$ cat config.mk
export PLATFORM = sky130hd
export DESIGN_NAME = nopipe_mac
export DESIGN_NICKNAME = d
export VERILOG_FILES = /design/src/rtl/nopipe_mac_pkg.sv /design/src/rtl/nopipe_mac_q88_sat_add.sv /design/src/rtl/nopipe_mac.sv
export SDC_FILE = /design/constraint.sdc
export NUM_CORES = 1
export LEC_CHECK = 0
export BUFFER_PORTS_ARGS = -buffer_cell sky130_fd_sc_hd__buf_2
export CAP_MARGIN = 20
export CORE_MARGIN = 8
export CORE_UTILIZATION = 59
export DETAILED_ROUTE_END_ITERATION = 6
export GPL_TIMING_DRIVEN = 1
export PLACE_DENSITY = 0.8
export SLEW_MARGIN = 40
export SYNTH_ARGS = -nofsm -noshare
export SYNTH_HDL_FRONTEND = slang
export SYNTH_SLANG_ARGS = --single-unit
export TNS_END_PERCENT = 5
$ cat constraint.sdc
create_clock -name clk -period 6.49 [get_ports clk]
set_clock_uncertainty 0.15 [all_clocks]
set_input_delay 0.9735 -clock clk [delete_from_list [all_inputs] [get_ports clk]]
set_output_delay 0.9735 -clock clk [all_outputs]
set_load 0.005 [all_outputs]
$ cat src/rtl/nopipe_mac_pkg.sv
// Shared definitions for the non-pipelined Q8.8 multiply-accumulate unit:
// command codes, FSM state encoding and Q8.8 range limits.
package nopipe_mac_pkg;

  // Command codes presented on wrAddr; codes 3..15 are no-ops.
  localparam logic [3:0] CMD_IDLE = 4'd0;
  localparam logic [3:0] CMD_LOAD = 4'd1;
  localparam logic [3:0] CMD_CLR  = 4'd2;

  // One operation in flight: capture operands, multiply, accumulate.
  typedef enum logic [1:0] {
    ST_IDLE = 2'd0,
    ST_MUL  = 2'd1,
    ST_ACC  = 2'd2
  } state_e;

  // Q8.8 limits and fraction width.
  localparam logic [15:0] Q_MAX     = 16'h7FFF;
  localparam logic [15:0] Q_MIN     = 16'h8000;
  localparam int          FRAC_BITS = 8;

endpackage : nopipe_mac_pkg

$ cat src/rtl/nopipe_mac_q88_sat_add.sv
// Combinational signed add, clamped to the Q8.8 range. Inputs are wide
// enough to carry a rescaled Q16.16 product, so the same block serves both
// for product rescale-saturation (b_i = 0) and for accumulation.
module q88_sat_add
  import nopipe_mac_pkg::*;
(
  input  logic signed [31:0] a_i,
  input  logic signed [31:0] b_i,
  output logic        [15:0] sum_o
);

  logic signed [32:0] sum_full;

  // Full-precision sum, then clamp anything outside [-128.0, +127.996].
  always_comb begin
    // NOTE: every signal written here gets a value on every path, so no latch is inferred.
    sum_full = $signed({a_i[31], a_i}) + $signed({b_i[31], b_i});
    if (sum_full > 33'sd32767) begin
      sum_o = Q_MAX;
    end else if (sum_full < -33'sd32768) begin
      sum_o = Q_MIN;
    end else begin
      sum_o = sum_full[15:0];
    end
  end

endmodule : q88_sat_add

$ cat src/rtl/nopipe_mac.sv
// Non-pipelined signed Q8.8 multiply-accumulate. One operand pair at a time
// goes IDLE -> MUL -> ACC; result mirrors the saturating accumulator.
module nopipe_mac
  import nopipe_mac_pkg::*;
(
  input  logic        clk,
  input  logic        reset,
  input  logic [15:0] A,
  input  logic [15:0] B,
  input  logic [3:0]  wrAddr,
  output logic [15:0] result
);

  state_e             state_q, state_d;
  logic signed [15:0] op_a_q, op_a_d;
  logic signed [15:0] op_b_q, op_b_d;
  logic signed [31:0] prod_q, prod_d;
  logic        [15:0] acc_q, acc_d;

  logic signed [31:0] prod_full;
  logic signed [31:0] prod_shift;
  logic        [15:0] prod_q88;
  logic signed [31:0] acc_ext;
  logic signed [31:0] prod_q88_ext;
  logic        [15:0] acc_sum;

  // Single-cycle signed multiply (Q16.16) and its rescale to Q8.8; the
  // arithmetic shift keeps the sign so bits [31:23] decide saturation.
  assign prod_full    = op_a_q * op_b_q;
  assign prod_shift   = prod_q >>> FRAC_BITS;
  assign acc_ext      = {{16{acc_q[15]}}, acc_q};
  assign prod_q88_ext = {{16{prod_q88[15]}}, prod_q88};

  q88_sat_add u_rescale (
    .a_i   (prod_shift),
    .b_i   (32'sd0),
    .sum_o (prod_q88)
  );

  q88_sat_add u_accum (
    .a_i   (acc_ext),
    .b_i   (prod_q88_ext),
    .sum_o (acc_sum)
  );

  // Next-state and datapath update; clear wins over everything and aborts.
  always_comb begin
    state_d = state_q;
    op_a_d  = op_a_q;
    op_b_d  = op_b_q;
    prod_d  = prod_q;
    acc_d   = acc_q;

    if (wrAddr == CMD_CLR) begin
      acc_d   = '0;
      state_d = ST_IDLE;
    end else begin
      unique case (state_q)
        ST_IDLE: begin
          if (wrAddr == CMD_LOAD) begin
            op_a_d  = A;
            op_b_d  = B;
            state_d = ST_MUL;
          end
        end
        ST_MUL: begin
          prod_d  = prod_full;
          state_d = ST_ACC;
        end
        ST_ACC: begin
          acc_d   = acc_sum;
          state_d = ST_IDLE;
        end
        default: state_d = ST_IDLE;
      endcase
    end
  end

  // State and datapath registers with asynchronous active-low reset.
  always_ff @(posedge clk or negedge reset) begin
    // NOTE: all registers here are plain flops (no memory array), so every one is reset.
    if (!reset) begin
      state_q <= ST_IDLE;
      op_a_q  <= '0;
      op_b_q  <= '0;
      prod_q  <= '0;
      acc_q   <= '0;
    end else begin
      // NOTE: non-blocking assignments so every flop samples pre-edge values.
      state_q <= state_d;
      op_a_q  <= op_a_d;
      op_b_q  <= op_b_d;
      prod_q  <= prod_d;
      acc_q   <= acc_d;
    end
  end

  assign result = acc_q;

endmodule : nopipe_mac

==> load_flow_metrics.sql <==
INSERT INTO impl_metrics (metric_group, metric, value, unit) VALUES
('clock_network', 'cts_tree', 'built', ''),
('synth', 'synthesis.yosys.warnings', '0', ''),
('sta', 'post-route-period-util', '98.2', '%'),
('min_path', 'hold_path.startpoint', 'prod_q[16]', ''),
('synth', 'synth_edf_count', '0', ''),
('route', 'drt_iter0_drc', '646', ''),
('floorplanning', 'floorplan.die_area', '27300', 'um2'),
('placed_design', 'io_buffer_count', '53', ''),
('synth', 'asyncSetResetFlopFracSynth', '100', '%'),
('global_routing', 'vias_in_the_first_global_route', '10700', ''),
('critical_path', 'critPathLaunchType', 'register', ''),
('floorplanning', 'core.rowCount', '54', ''),
('sta', 'finalCriticalPeriod', '6370', 'ps'),
('clock_network', 'cts_hold_buffers', '0', ''),
('route', 'drt_pre_antenna_iters', '5', ''),
('sta', 'max_freq', '157', 'MHz'),
('synth', 'synth-seq-cells', '74', ''),
('clock_network', 'cts.path.max_buffers', '2', ''),
('floorplanning', 'top_level_ports', '54', ''),
('placed_design', 'post-place-ws', '-190', 'ps'),
('sta', 'slew_headroom', '50.2', '%'),
('synth', 'post_syn_area_per_cell', '9.19', 'um2'),
('sta', 'hold_viol', '0', ''),
('critical_path', 'critPathLaunch', 'op_a_q[9]', ''),
('critical_path', 'timing.setup.critical_path_class', 'register to register', ''),
('global_routing', 'grt_antenna_before_repair', '0', ''),
('clock_network', 'cts.reportedPaths.clkPinSlew', '70', 'ps'),
('synth', 'ys_seq_area_share', '14.1', '%'),
('synth', 'synthCells', '1428', ''),
('placed_design', 'gp_congestion', '0.874', ''),
('run_status', 'run_status', 'complete, no violations', ''),
('critical_path', 'worstPathArrival', '6450', 'ps'),
('final_layout', 'layout-drive-gt1-share', '13.3', '%'),
('floorplanning', 'core-area', '21800', 'um2'),
('global_routing', 'leftover_overflow_at_the_end_of_global_routing', '0', ''),
('final_layout', 'n_antenna_cell', '0', ''),
('route', 'route.detailed.drc', '0', ''),
('global_routing', 'grt_first_pass_wirelength', '52500', 'um'),
('critical_path', 'critical_path.endpoint_type', 'register', ''),
('clock_network', 'cts_htree_levels', '3', ''),
('clock_network', 'cts_root_buffer', 'sky130_fd_sc_hd__clkbuf_16', ''),
('placed_design', 'dp_hpwl', '25100', 'um'),
('global_routing', 'grtUsageTotal', '24.6', '%'),
('job', 'drv_cap', '0', ''),
('sta', 'tightestPinTransition', '746', 'ps'),
('synth', 'synth_ff_type', 'sky130_fd_sc_hd__dfrtp_1', ''),
('route', 'post_drt_wl_per_cell', '18.0', 'um'),
('floorplanning', 'die_w', '165', 'um'),
('route', 'antenna_violating_nets_left', '0', ''),
('synth', 'synth.distinct_cells', '55', ''),
('floorplanning', 'die_h', '165', 'um'),
('sta', 'setup_repair_after_global_routing_missed_its_margin', 'yes', ''),
('critical_path', 'critPathMaxFanout', '7', ''),
('sta', 'setup_viol', '0', ''),
('route', 'route.vias.total', '10100', ''),
('route', 'via_per_inst', '5.58', ''),
('global_routing', 'largest_net_degree_at_the_start_of_global_routing', '75', ''),
('clock_network', 'clkLatencyLatePin', '360', 'ps'),
('sta', 'final_ws_setup', '120', 'ps'),
('clock_network', 'clock_sink_count', '74', ''),
('sta', 'drv_slew', '0', ''),
('route', 'routed_wl', '32500', 'um'),
('critical_path', 'cp.required', '6570', 'ps'),
('floorplanning', 'start_util', '60.1', '%'),
('placed_design', 'placedInstanceArea', '14000', 'um2'),
('final_layout', 'final_common_cell', 'sky130_fd_sc_hd__inv_1', ''),
('final_layout', 'nNetsFinal', '1912', ''),
('final_layout', 'most-common-layout-cells', 'sky130_fd_sc_hd__inv_1 (309), sky130_fd_sc_hd__nand2_1 (275), sky130_fd_sc_hd__fa_1 (259)', ''),
('sta', 'hold_ws', '343', 'ps'),
('min_path', 'min-delay-path-class', 'register to register', ''),
('synth', 'synth_nets', '1823', ''),
('final_layout', 'final_design_area_no_fill', '14600', 'um2'),
('final_layout', 'syn2layout_area_growth', '11.5', '%'),
('critical_path', 'crit-reg2reg-launch', 'op_a_q[9]', ''),
('synth', 'syn-cell-area', '13100', 'um2'),
('clock_network', 'number_of_buffers_added_by_the_clock_tree_synthesis_step', '9', '');
[registers in the layout (all words and copies together), names as in the netlist]
| signal | flops |
|---|---|
| op_a_q | 16 |
| op_b_q | 16 |
| prod_q | 24 |
| result | 16 |
| state_q | 2 |
[worst paths after layout]
check	endpoint	slack, ps	cells past startpoint
worst max-delay path	prod_q[31]	120	21
min in group asynchronous	result[13]	510	1
worst min register to register	prod_q[16]	340	2
worst max register to register	prod_q[31]	120	21
max in group asynchronous	op_b_q[12]	5120	1
worst min-delay path	prod_q[16]	340	2
[cells in the mapped netlist, types with 2 or more instances]
library cell / count / area [um2]
sky130_fd_sc_hd__inv_1: 310 / 1160
sky130_fd_sc_hd__nor4_1: 3 / 18.8
sky130_fd_sc_hd__nand3_1: 6 / 30.0
sky130_fd_sc_hd__nand2_1: 276 / 1040
sky130_fd_sc_hd__nor3_1: 4 / 20.0
sky130_fd_sc_hd__and2_1: 98 / 613
sky130_fd_sc_hd__o21ai_0: 36 / 180
sky130_fd_sc_hd__nand2b_1: 9 / 56.3
sky130_fd_sc_hd__nand4b_1: 2 / 17.5
sky130_fd_sc_hd__a221o_2: 3 / 33.8
sky130_fd_sc_hd__nor2b_1: 5 / 31.3
sky130_fd_sc_hd__a221o_1: 12 / 120
sky130_fd_sc_hd__a31oi_1: 2 / 12.5
sky130_fd_sc_hd__dfrtp_1: 74 / 1850
sky130_fd_sc_hd__clkbuf_1: 52 / 195
sky130_fd_sc_hd__a22o_1: 2 / 17.5
sky130_fd_sc_hd__xor2_1: 17 / 149
sky130_fd_sc_hd__ha_1: 95 / 1190
sky130_fd_sc_hd__a31oi_4: 3 / 63.8
sky130_fd_sc_hd__a21oi_1: 28 / 140
sky130_fd_sc_hd__a21o_1: 10 / 75.1
sky130_fd_sc_hd__nor2_1: 26 / 97.6
sky130_fd_sc_hd__o21ai_1: 8 / 40.0
sky130_fd_sc_hd__xnor2_1: 28 / 245
sky130_fd_sc_hd__nand4_1: 5 / 31.3
sky130_fd_sc_hd__fa_1: 262 / 5250
sky130_fd_sc_hd__o21a_1: 21 / 158
sky130_fd_sc_hd__a211oi_1: 2 / 15.0
sky130_fd_sc_hd__o211ai_1: 3 / 22.5
[per-stage QoR]
step	std cells	TNS (ps)	utilization, %
final	1802	0	67.0
after global routing	1802	-558	67.0
after CTS	1785	0	65.9
after detailed placement	1764	-608	64.1
after global placement	1764	0	64.0
after floorplan	1428	0	-
[kinds of logic after synthesis]
logic type                 share of synthesized area [%]
and+or+nand+nor                                     15.5
buffers and inverters                               10.6
adders and majority gates                           49.0
AOI/OAI and AO/OA                                   7.82
DFF                                                 14.1
xor gates and xnor gates                            3.00
[area by class of cell]
| class | instances | area, um2 |
|---|---|---|
| clock buffer | 10 | 239 |
| clock inverter | 6 | 97.6 |
| fill | 1603 | 7190 |
| inverter | 311 | 1170 |
| multi-input combinational | 988 | 9970 |
| sequential | 74 | 1880 |
| tap | 280 | 350 |
| timing repair buffer | 132 | 922 |
| timing repair inverter | 1 | 7.51 |
[routing by layer]
metal  share of wire, %  track usage [%]  vias to the layer above
li1                   -                -                     4462
met1                 38             30.2                     5125
met2                 52             42.6                      372
met3                6.5             4.39                      100
met4                3.7             9.17                        0
met5                  0                0                        -
[critical path, stage by stage (launching register included)]
cell and delay (ps):
sky130_fd_sc_hd__dfrtp_4 540, sky130_fd_sc_hd__and2_4 190, sky130_fd_sc_hd__fa_1 540, sky130_fd_sc_hd__inv_1 60, sky130_fd_sc_hd__fa_1 470, sky130_fd_sc_hd__fa_1 550, sky130_fd_sc_hd__inv_1 50, sky130_fd_sc_hd__fa_1 510
sky130_fd_sc_hd__fa_1 550, sky130_fd_sc_hd__inv_1 50, sky130_fd_sc_hd__fa_1 520, sky130_fd_sc_hd__inv_1 40, sky130_fd_sc_hd__ha_1 340, sky130_fd_sc_hd__a21oi_2 160, sky130_fd_sc_hd__o21ai_0 100, sky130_fd_sc_hd__and2_1 170
sky130_fd_sc_hd__a221o_1 380, sky130_fd_sc_hd__a41oi_4 270, sky130_fd_sc_hd__o211ai_1 150, sky130_fd_sc_hd__a31oi_1 200, sky130_fd_sc_hd__xnor2_1 150, sky130_fd_sc_hd__o21ai_1 80
[what timing repair did]
action,4_1_cts,5_1_grt
setup endpoints to repair,8,11
resized for setup,13,24
setup buffers,5,16
pin swaps,1,8
gates cloned,0,1
Power is left out: the tool's default activity adds up to more than one toggle a clock period on the data nets, which glitch-free logic cannot reach.
